`src/rtl/hazard_pkg.sv`:
```
// Shared types and helpers for the pipeline hazard controller: scoreboard
// entry layout, register-zero constant and the forward-select width.
package hazard_pkg;

  // Register fields are stored at a fixed maximum width; narrower REG_AW
  // values are zero-extended on entry so one struct serves every build.
  localparam int unsigned REG_AW_MAX = 8;

  typedef logic [REG_AW_MAX-1:0] reg_t;

  localparam reg_t REG_ZERO = '0;

  typedef struct packed {
    logic valid;
    reg_t rd;
    logic regwrite;
    logic memread;
  } sb_entry_t;

  // Source operands of the instruction currently in EX (entry 0 only).
  typedef struct packed {
    reg_t rs;
    reg_t rt;
    logic rs_used;
    logic rt_used;
  } ex_src_t;

  function automatic int unsigned fwd_sel_w(input int unsigned stages);
    return (stages < 2) ? 1 : $clog2(stages);
  endfunction

  // Register 0 is hard-wired, so a write to it never produces a value.
  function automatic logic is_producer(input sb_entry_t e);
    return e.valid && e.regwrite && (e.rd != REG_ZERO);
  endfunction

endpackage

```
`src/rtl/hazard_fwd_pick.sv`:
```
// Forward-source search for one EX operand: picks the youngest downstream
// stage (lowest index) holding a forwardable result for the operand.
module hazard_fwd_pick
  import hazard_pkg::*;
#(
  parameter int STAGES   = 3,
  parameter int LOAD_LAT = 2,
  parameter int SEL_W    = fwd_sel_w(STAGES)
) (
  input  logic                    ex_valid_i,
  input  reg_t                    src_i,
  input  logic                    src_used_i,
  input  sb_entry_t [STAGES-1:1]  sb_i,
  output logic [SEL_W-1:0]        sel_o
);

  // Scanning from the oldest stage toward the youngest lets the youngest
  // matching producer overwrite any older one.
  always_comb begin
    sel_o = '0;
    if (ex_valid_i && src_used_i && (src_i != REG_ZERO)) begin
      for (int k = STAGES - 1; k >= 1; k--) begin
        if (is_producer(sb_i[k]) && (sb_i[k].rd == src_i) &&
            (!sb_i[k].memread || (k >= LOAD_LAT))) begin
          sel_o = SEL_W'(k);
        end
      end
    end
  end

endmodule

```
`src/rtl/pipe_hazard_ctrl.sv`:
```
// Pipeline hazard controller: load-use stall/bubble, ID redirect flush and
// EX operand forward selection. Define HAZARD_PERF_EN for stall/flush counters.
module pipe_hazard_ctrl
  import hazard_pkg::*;
#(
  parameter int REG_AW   = 5,
  parameter int STAGES   = 3,
  parameter int LOAD_LAT = 2
) (
  input  logic                          clk_i,
  input  logic                          rst_i,
  input  logic                          id_valid_i,
  input  logic [REG_AW-1:0]             id_rs_i,
  input  logic [REG_AW-1:0]             id_rt_i,
  input  logic                          id_rs_used_i,
  input  logic                          id_rt_used_i,
  input  logic [REG_AW-1:0]             id_rd_i,
  input  logic                          id_regwrite_i,
  input  logic                          id_memread_i,
  input  logic                          branch_taken_i,
  input  logic                          jump_i,
  output logic                          stall_o,
  output logic                          bubble_o,
  output logic                          flush_ifid_o,
  output logic [fwd_sel_w(STAGES)-1:0]  fwd_rs_sel_o,
  output logic [fwd_sel_w(STAGES)-1:0]  fwd_rt_sel_o
`ifdef HAZARD_PERF_EN
  ,
  output logic [31:0]                   stall_cnt_o,
  output logic [31:0]                   flush_cnt_o
`endif
);

  localparam int SEL_W = fwd_sel_w(STAGES);

  sb_entry_t [STAGES-1:0] sb_q, sb_d;
  ex_src_t                ex_q, ex_d;

  reg_t                   id_rs_ext, id_rt_ext, id_rd_ext;
  logic                   load_use_hit;
  logic                   stall;
  logic                   flush;
  logic [SEL_W-1:0]       rs_sel, rt_sel;

  assign id_rs_ext = reg_t'(id_rs_i);
  assign id_rt_ext = reg_t'(id_rt_i);
  assign id_rd_ext = reg_t'(id_rd_i);

  // A load at stage k reaches stage k+1 when the ID instruction enters EX;
  // if that is still short of LOAD_LAT its result cannot be forwarded yet.
  always_comb begin
    load_use_hit = 1'b0;
    for (int k = 0; k < STAGES; k++) begin
      if ((k + 1 < LOAD_LAT) && is_producer(sb_q[k]) && sb_q[k].memread) begin
        if (id_rs_used_i && (id_rs_ext == sb_q[k].rd)) begin
          load_use_hit = 1'b1;
        end
        if (id_rt_used_i && (id_rt_ext == sb_q[k].rd)) begin
          load_use_hit = 1'b1;
        end
      end
    end
  end

  assign stall = ~rst_i & id_valid_i & load_use_hit;
  assign flush = ~rst_i & id_valid_i & (branch_taken_i | jump_i) & ~stall;

  // Entry 0 takes the ID instruction only when it actually advances;
  // otherwise a bubble is inserted behind the stalled instruction.
  always_comb begin
    sb_d = '0;
    ex_d = '0;
    if (id_valid_i && !stall) begin
      sb_d[0].valid    = 1'b1;
      sb_d[0].rd       = id_rd_ext;
      sb_d[0].regwrite = id_regwrite_i;
      sb_d[0].memread  = id_memread_i;
      ex_d.rs          = id_rs_ext;
      ex_d.rt          = id_rt_ext;
      ex_d.rs_used     = id_rs_used_i;
      ex_d.rt_used     = id_rt_used_i;
    end
    for (int k = 1; k < STAGES; k++) begin
      sb_d[k] = sb_q[k-1];
    end
  end

  always_ff @(posedge clk_i or posedge rst_i) begin
    if (rst_i) begin
      sb_q <= '0;
      ex_q <= '0;
    end else begin
      sb_q <= sb_d;
      ex_q <= ex_d;
    end
  end

  hazard_fwd_pick #(
    .STAGES   (STAGES),
    .LOAD_LAT (LOAD_LAT),
    .SEL_W    (SEL_W)
  ) u_pick_rs (
    .ex_valid_i (sb_q[0].valid),
    .src_i      (ex_q.rs),
    .src_used_i (ex_q.rs_used),
    .sb_i       (sb_q[STAGES-1:1]),
    .sel_o      (rs_sel)
  );

  hazard_fwd_pick #(
    .STAGES   (STAGES),
    .LOAD_LAT (LOAD_LAT),
    .SEL_W    (SEL_W)
  ) u_pick_rt (
    .ex_valid_i (sb_q[0].valid),
    .src_i      (ex_q.rt),
    .src_used_i (ex_q.rt_used),
    .sb_i       (sb_q[STAGES-1:1]),
    .sel_o      (rt_sel)
  );

  assign stall_o      = stall;
  assign bubble_o     = stall;
  assign flush_ifid_o = flush;
  assign fwd_rs_sel_o = rst_i ? '0 : rs_sel;
  assign fwd_rt_sel_o = rst_i ? '0 : rt_sel;

`ifdef HAZARD_PERF_EN
  logic [31:0] stall_cnt_q, stall_cnt_d;
  logic [31:0] flush_cnt_q, flush_cnt_d;

  // Free-running event counters; they wrap naturally at 2^32.
  always_comb begin
    stall_cnt_d = stall_cnt_q + 32'(stall);
    flush_cnt_d = flush_cnt_q + 32'(flush);
  end

  always_ff @(posedge clk_i or posedge rst_i) begin
    if (rst_i) begin
      stall_cnt_q <= '0;
      flush_cnt_q <= '0;
    end else begin
      stall_cnt_q <= stall_cnt_d;
      flush_cnt_q <= flush_cnt_d;
    end
  end

  assign stall_cnt_o = stall_cnt_q;
  assign flush_cnt_o = flush_cnt_q;
`endif

endmodule
```
`config.mk`:
```
export PLATFORM = sky130hd
export DESIGN_NAME = pipe_hazard_ctrl
export DESIGN_NICKNAME = d
export VERILOG_FILES = /design/src/rtl/hazard_pkg.sv /design/src/rtl/hazard_fwd_pick.sv /design/src/rtl/pipe_hazard_ctrl.sv
export SDC_FILE = /design/constraint.sdc
export NUM_CORES = 1
export LEC_CHECK = 0
export CORE_MARGIN = 1.5
export CORE_UTILIZATION = 46
export CTS_CLUSTER_DIAMETER = 120
export DETAILED_ROUTE_END_ITERATION = 8
export HOLD_SLACK_MARGIN = 0.02
export PLACE_DENSITY_LB_ADDON = 0.12
export REMOVE_ABC_BUFFERS = 1
export SLEW_MARGIN = 20
export SYNTH_ARGS = -nofsm -noshare
export SYNTH_HDL_FRONTEND = slang
export SYNTH_SLANG_ARGS = --single-unit
```
`constraint.sdc`:
```
create_clock -name clk_i -period 1.9 [get_ports clk_i]
set_input_delay 0.38 -clock clk_i [delete_from_list [all_inputs] [get_ports clk_i]]
set_output_delay 0.38 -clock clk_i [all_outputs]
set_load 0.005 [all_outputs]
```
# Word-level counts from Yosys, hierarchy flattened
# Cells that the tools add are included.
dict set report word_totals {
  register_bits 50
  latch_bits 0
  mem_bits_rw 0
  mem_bits_ro 0
  wordCells 68
  mem_count 0
}
dict set report op_classes {
  addsub 0
  mul 0
  n_div 0
  magnitude_cmp 0
  eq_ne 6
  n_shift 0
  muxes 13
  bitwise_logic 7
  n_reduce_logical 27
}
# operator n
set ops {}
lappend ops {{$reduce_bool 8->1} 5}
lappend ops {{$eq 8x8->1} 4}
lappend ops {{$logic_and 1x1->1} 20}
lappend ops {{$eq 5x8->1} 2}
lappend ops {{$mux 2} 8}
lappend ops {{$mux 15} 1}
lappend ops {{$mux 11} 1}
lappend ops {{$and 1x1->1} 4}
lappend ops {{$mux 1} 3}
lappend ops {{$logic_not 1->1} 2}
lappend ops {{$not 1->1} 2}
lappend ops {{$or 1x1->1} 1}

# Depth between registers and ports, before layout
dict set report depth {
  ltp_word 9
  depth_mapped 5
  ltp_nobuf 4
}

# Cells and area by module
# A second synthesis with hierarchy kept.
dict set report hier_totals {
  cells_unflattened 184
  hier_area_um2 1976.9
}
# mod instances cells_per_inst area_each_um2
set by_module_without_submodules {}
lappend by_module_without_submodules {pipe_hazard_ctrl 1 110 1438.9}
lappend by_module_without_submodules {hazard_fwd_pick 2 37 269.0}

# Least setup slack after synthesis
# Ideal clock, no wire load.
dict set report synth_path {
  path_kind {input port to output port}
  start {input rst_i}
  end {output fwd_rs_sel_o[1]}
  arrival_ns 1.771
  setup_slack_ns -0.251
  cell_stages 3
  cell_sequence {inv_1 -> o2111ai_1 -> nor4b_1}
}
dict set report synth_between {
  elab_chain_len 1
}
# element line
set synth_rtl {}
lappend synth_rtl {{start: declaration} pipe_hazard_ctrl.sv:11} ;# input logic rst_i,
lappend synth_rtl {{$mux 2} pipe_hazard_ctrl.sv:125} ;# assign fwd_rs_sel_o = rst_i ? '0 : rs_sel;
lappend synth_rtl {{end: declaration} pipe_hazard_ctrl.sv:25} ;# output logic [fwd_sel_w(STAGES)-1:0] fwd_rs_sel_o,
# No other way between the ends.

# Worst setup path after layout
dict set report layout_path {
  start {register sb_q, in the netlist sb_d[14]}
  end {output flush_ifid_o}
}
dict set report layout_between {
  elab_chain_len 8
  word_cells_on_any_way 13
  classes_between {eq/ne: 2; mux: 3; bitwise: 3; reduce/logical: 5}
}
# element line
set layout_rtl {}
lappend layout_rtl {{start: declaration} pipe_hazard_ctrl.sv:36} ;# sb_entry_t [STAGES-1:0] sb_q, sb_d;
lappend layout_rtl {{start signal: assignment} pipe_hazard_ctrl.sv:90} ;# sb_q <= '0;
lappend layout_rtl {{start signal: assignment} pipe_hazard_ctrl.sv:93} ;# sb_q <= sb_d;
lappend layout_rtl {{$eq 5x8->1} pipe_hazard_ctrl.sv:55} ;# if (id_rs_used_i && (id_rs_ext == sb_q[k].rd)) begin
lappend layout_rtl {{$logic_and 1x1->1} pipe_hazard_ctrl.sv:55}
lappend layout_rtl {{$mux 1} pipe_hazard_ctrl.sv:55}
lappend layout_rtl {{$mux 1} pipe_hazard_ctrl.sv:58} ;# if (id_rt_used_i && (id_rt_ext == sb_q[k].rd)) begin
lappend layout_rtl {{$mux 1 *} pipe_hazard_ctrl.sv:54} ;# if ((k + 1 < LOAD_LAT) && is_producer(sb_q[k]) && sb_q[k].memread) begin
lappend layout_rtl {{$and 1x1->1 *} pipe_hazard_ctrl.sv:65} ;# assign stall = ~rst_i & id_valid_i & load_use_hit;
lappend layout_rtl {{$not 1->1 *} pipe_hazard_ctrl.sv:66} ;# assign flush = ~rst_i & id_valid_i & (branch_taken_i | jump_i) & ~stall;
lappend layout_rtl {{$and 1x1->1 *} pipe_hazard_ctrl.sv:66}
lappend layout_rtl {{end: declaration} pipe_hazard_ctrl.sv:24} ;# output logic flush_ifid_o,
# Every way passes the cells marked *; elsewhere a longest branch is shown, timed or not.

==> metrics.md <==
| Metric | Value |
|---|---|
| Reg clk slew, reported paths | `120 ps` |
| Dpl cells | `243` |
| Synth Instances | `146` |
| Total Nets Final | `241` |
| Drt initial violations | `32` |
| Arr. time, crit path | `1850 ps` |
| Cts hold-fix bufs | `0` |
| Post-synth EDFFs | `0` |
| Finished Layout Cells | `264` |
| Final GP Congestion | `0.850` |
| Hold Fails Final Rpt | `0` |
| Status | `finished, violations left` |
| Warnings from Yosys | `0` |
| Worst-path fanout max | `3` |
| Min Tclk post-route | `2230 ps` |
| Routed WL per cell | `14.1 um` |
| Post-Synthesis Mean Instance Area | `11.3 um^2` |
| Wirelength, routed | `3740 um` |
| Worst hold-check path type | `flip-flop to flip-flop` |
| CTS tree | `yes` |
| Largest net degree at the start of global routing | `36` |
| Worst vdd ir | `0.000449 V` |
| Worst setup path class | `flip-flop to output port` |
| Sinks on Clock Net | `35` |
| Share of cells above drive strength 1 | `0.394` |
| DIE HEIGHT | `62.9 um` |
| Grt met2 use | `0.391` |
| Async SR Flop Fraction | `1.00` |
| Register area share after synthesis | `0.530` |
| WHS Endpoint | `sb_d[22]` |
| Cell Area, Synth | `0.00165 mm^2` |
| Gr ovfl total | `0` |
| Cell area after layout | `0.00237 mm^2` |
| Maximum clock path buffer count | `2` |
| Final worst-path setup slack | `-326 ps` |
| Critical Path RT | `1520 ps` |
| Fmax | `0.449 GHz` |
| Grt met1 use | `0.238` |
| Router iterations before antenna repair | `4` |
| DP HPWL | `2830 um` |
| Starting Density | `0.488` |
| H-tree levels | `2` |
| Main flop type after synthesis | `dfrtp_1` |
| Die ar. | `0.00396 mm^2` |
| Synth Register Bits | `35` |
| First-pass GRT wire length | `6380 um` |
| Met3 Use GR | `0.0396` |
| Yosys top cell area share | `0.530` |
| Placed Area | `0.00219 mm^2` |
| # setup viols final | `7` |
| RSZ-0062 raised after global routing | `true` |
| RR Startpoint | `sb_d[14]` |
| Total CTS buffers | `5` |
| Layer with the highest usage | `met2` |
| Max transition margin | `0.719` |
| Reg2reg setup slack | `200 ps` |
| Lkg Pwr | `0.00106 uW` |
| Largest area contributor in the netlist | `dfrtp_1` |
| IO buf count | `30` |
| Largest cells by area after synthesis | `dfrtp_1 53%, a21oi_2 11%, xnor2_1 9.5%` |
| Final Max Slew Viols | `0` |
| Chip width | `62.9 um` |
| Row cnt | `21` |
| Top-count cell post-synth | `dfrtp_1` |
| Max-Cap Viols | `0` |
| Hold Crit Depth | `0` |
| Worst setup SP type | `flip-flop` |
| Number of nets with antenna violations after routing | `0` |
| Hold path startpoint | `sb_d[11]` |
| Antenna violations before repair | `0` |
| Power per Cell Area | `626 mW/mm^2` |
| Core area | `0.00339 mm^2` |
| Setup Skew | `22.8 ps` |
| Vias per inst | `5.02` |
| RR Endpoint | `ex_q[13]` |
| DRC | `0` |
| Global Route Usage Sum | `0.213` |
| Vias in the first global route | `1379` |
| Failing checks | `setup timing` |
| N_diodes | `0` |
| Clock Latency Late Sink | `350 ps` |
| Hold WS | `392 ps` |
| Post-synth top cells | `35 x dfrtp_1, 21 x nand2_1, 20 x a21oi_2` |
| Crit share post-route | `1.17` |
| R2R depth | `6` |
| Cell chosen for the clock root | `clkbuf_4` |
| Tightest Pin Transition | `421 ps` |
| Total number of vias | `1324` |
| Yosys cell types | `24` |
| Top Ports | `31` |
| Worst Setup End Kind | `output port` |
| Layout area overhead | `43.7%` |
| Setup TNS | `-1770 ps` |
[metrics by stage]
step | utilization | power, uW | setup slack (ps)
2_1_floorplan | - | 940 | -1040
3_3_place_gp | 0.646 | 1070 | -538
3_5_place_dp | 0.646 | 1080 | -540
4_1_cts | 0.697 | 1500 | -360
5_1_grt | 0.701 | 1560 | -433
6_report | 0.701 | 1490 | -326
[state kept, by name (all words and copies together) (netlist names)]
name and count:
sb_d 16, ex_q 12, sb_q 7
[worst max-delay path, stage by stage, from the launching register on]
cell and delay [ps]:
dfrtp_1 410, or4_4 560, nor2_4 120, nor4b_4 60
buf_4 140, a21oi_2 90, buf_2 110
[layout by cell type (no fill, tap or decap), types with 4 or more instances in the layout]
cell type | Yosys | final
buf_4 | 1 | 38
dfrtp_1 | 35 | 35
clkdlybuf4s50_1 | 0 | 23
nand2_1 | 21 | 21
a21oi_2 | 20 | 20
xnor2_1 | 18 | 18
xor2_1 | 12 | 12
buf_2 | 2 | 7
nor3_1 | 7 | 5
clkbuf_4 | 0 | 5
nand4_1 | 4 | 4
[power breakdown]
group          internal (uW)  switching, uW
clock network            141            253
registers                782           33.2
logic                    158            121
total                   1080            407
[logic make-up after synthesis]
family	share of synthesized area
AOI/OAI and AO/OA	0.136
DFF	0.530
and+or+nand+nor	0.144
xor gates and xnor gates	0.159
buffers and inverters	0.0310
[area by class of cell]
cell class | count | area, um^2
Sequential cell | 35 | 876
Clock buffer | 5 | 37.5
Clock inverter | 3 | 20.0
Multi-Input combinational cell | 103 | 796
Tap cell | 46 | 57.6
Inverter | 1 | 3.75
Timing Repair Buffer | 71 | 584
Fill cell | 262 | 1010
[per-layer routing]
layer	routed length, um	share of wire
met5	0	0
met4	102	0.027
met3	143	0.038
met2	1980	0.53
met1	1510	0.40
[how the worst max path moves through the flow]
stage / start / to / slack (ps) / cells past startpoint
after floorplan: sb_d[13] / bubble_o / -1040 / 4
after global placement: id_valid_i / stall_o / -540 / 5
after detailed placement: id_valid_i / stall_o / -540 / 5
after CTS: sb_d[17] / flush_ifid_o / -360 / 6
after global routing: ex_q[11] / fwd_rs_sel_o[1] / -430 / 6
final: sb_d[14] / flush_ifid_o / -330 / 6
[repair_timing]
item / in CTS / in global routing
endpoints found under the setup margin: 7 / 7
resized for setup: 38 / 3
pin swaps: 18 / 11
setup buffers: 13 / 0
No activity file was read; power rests on OpenSTA's default activity.
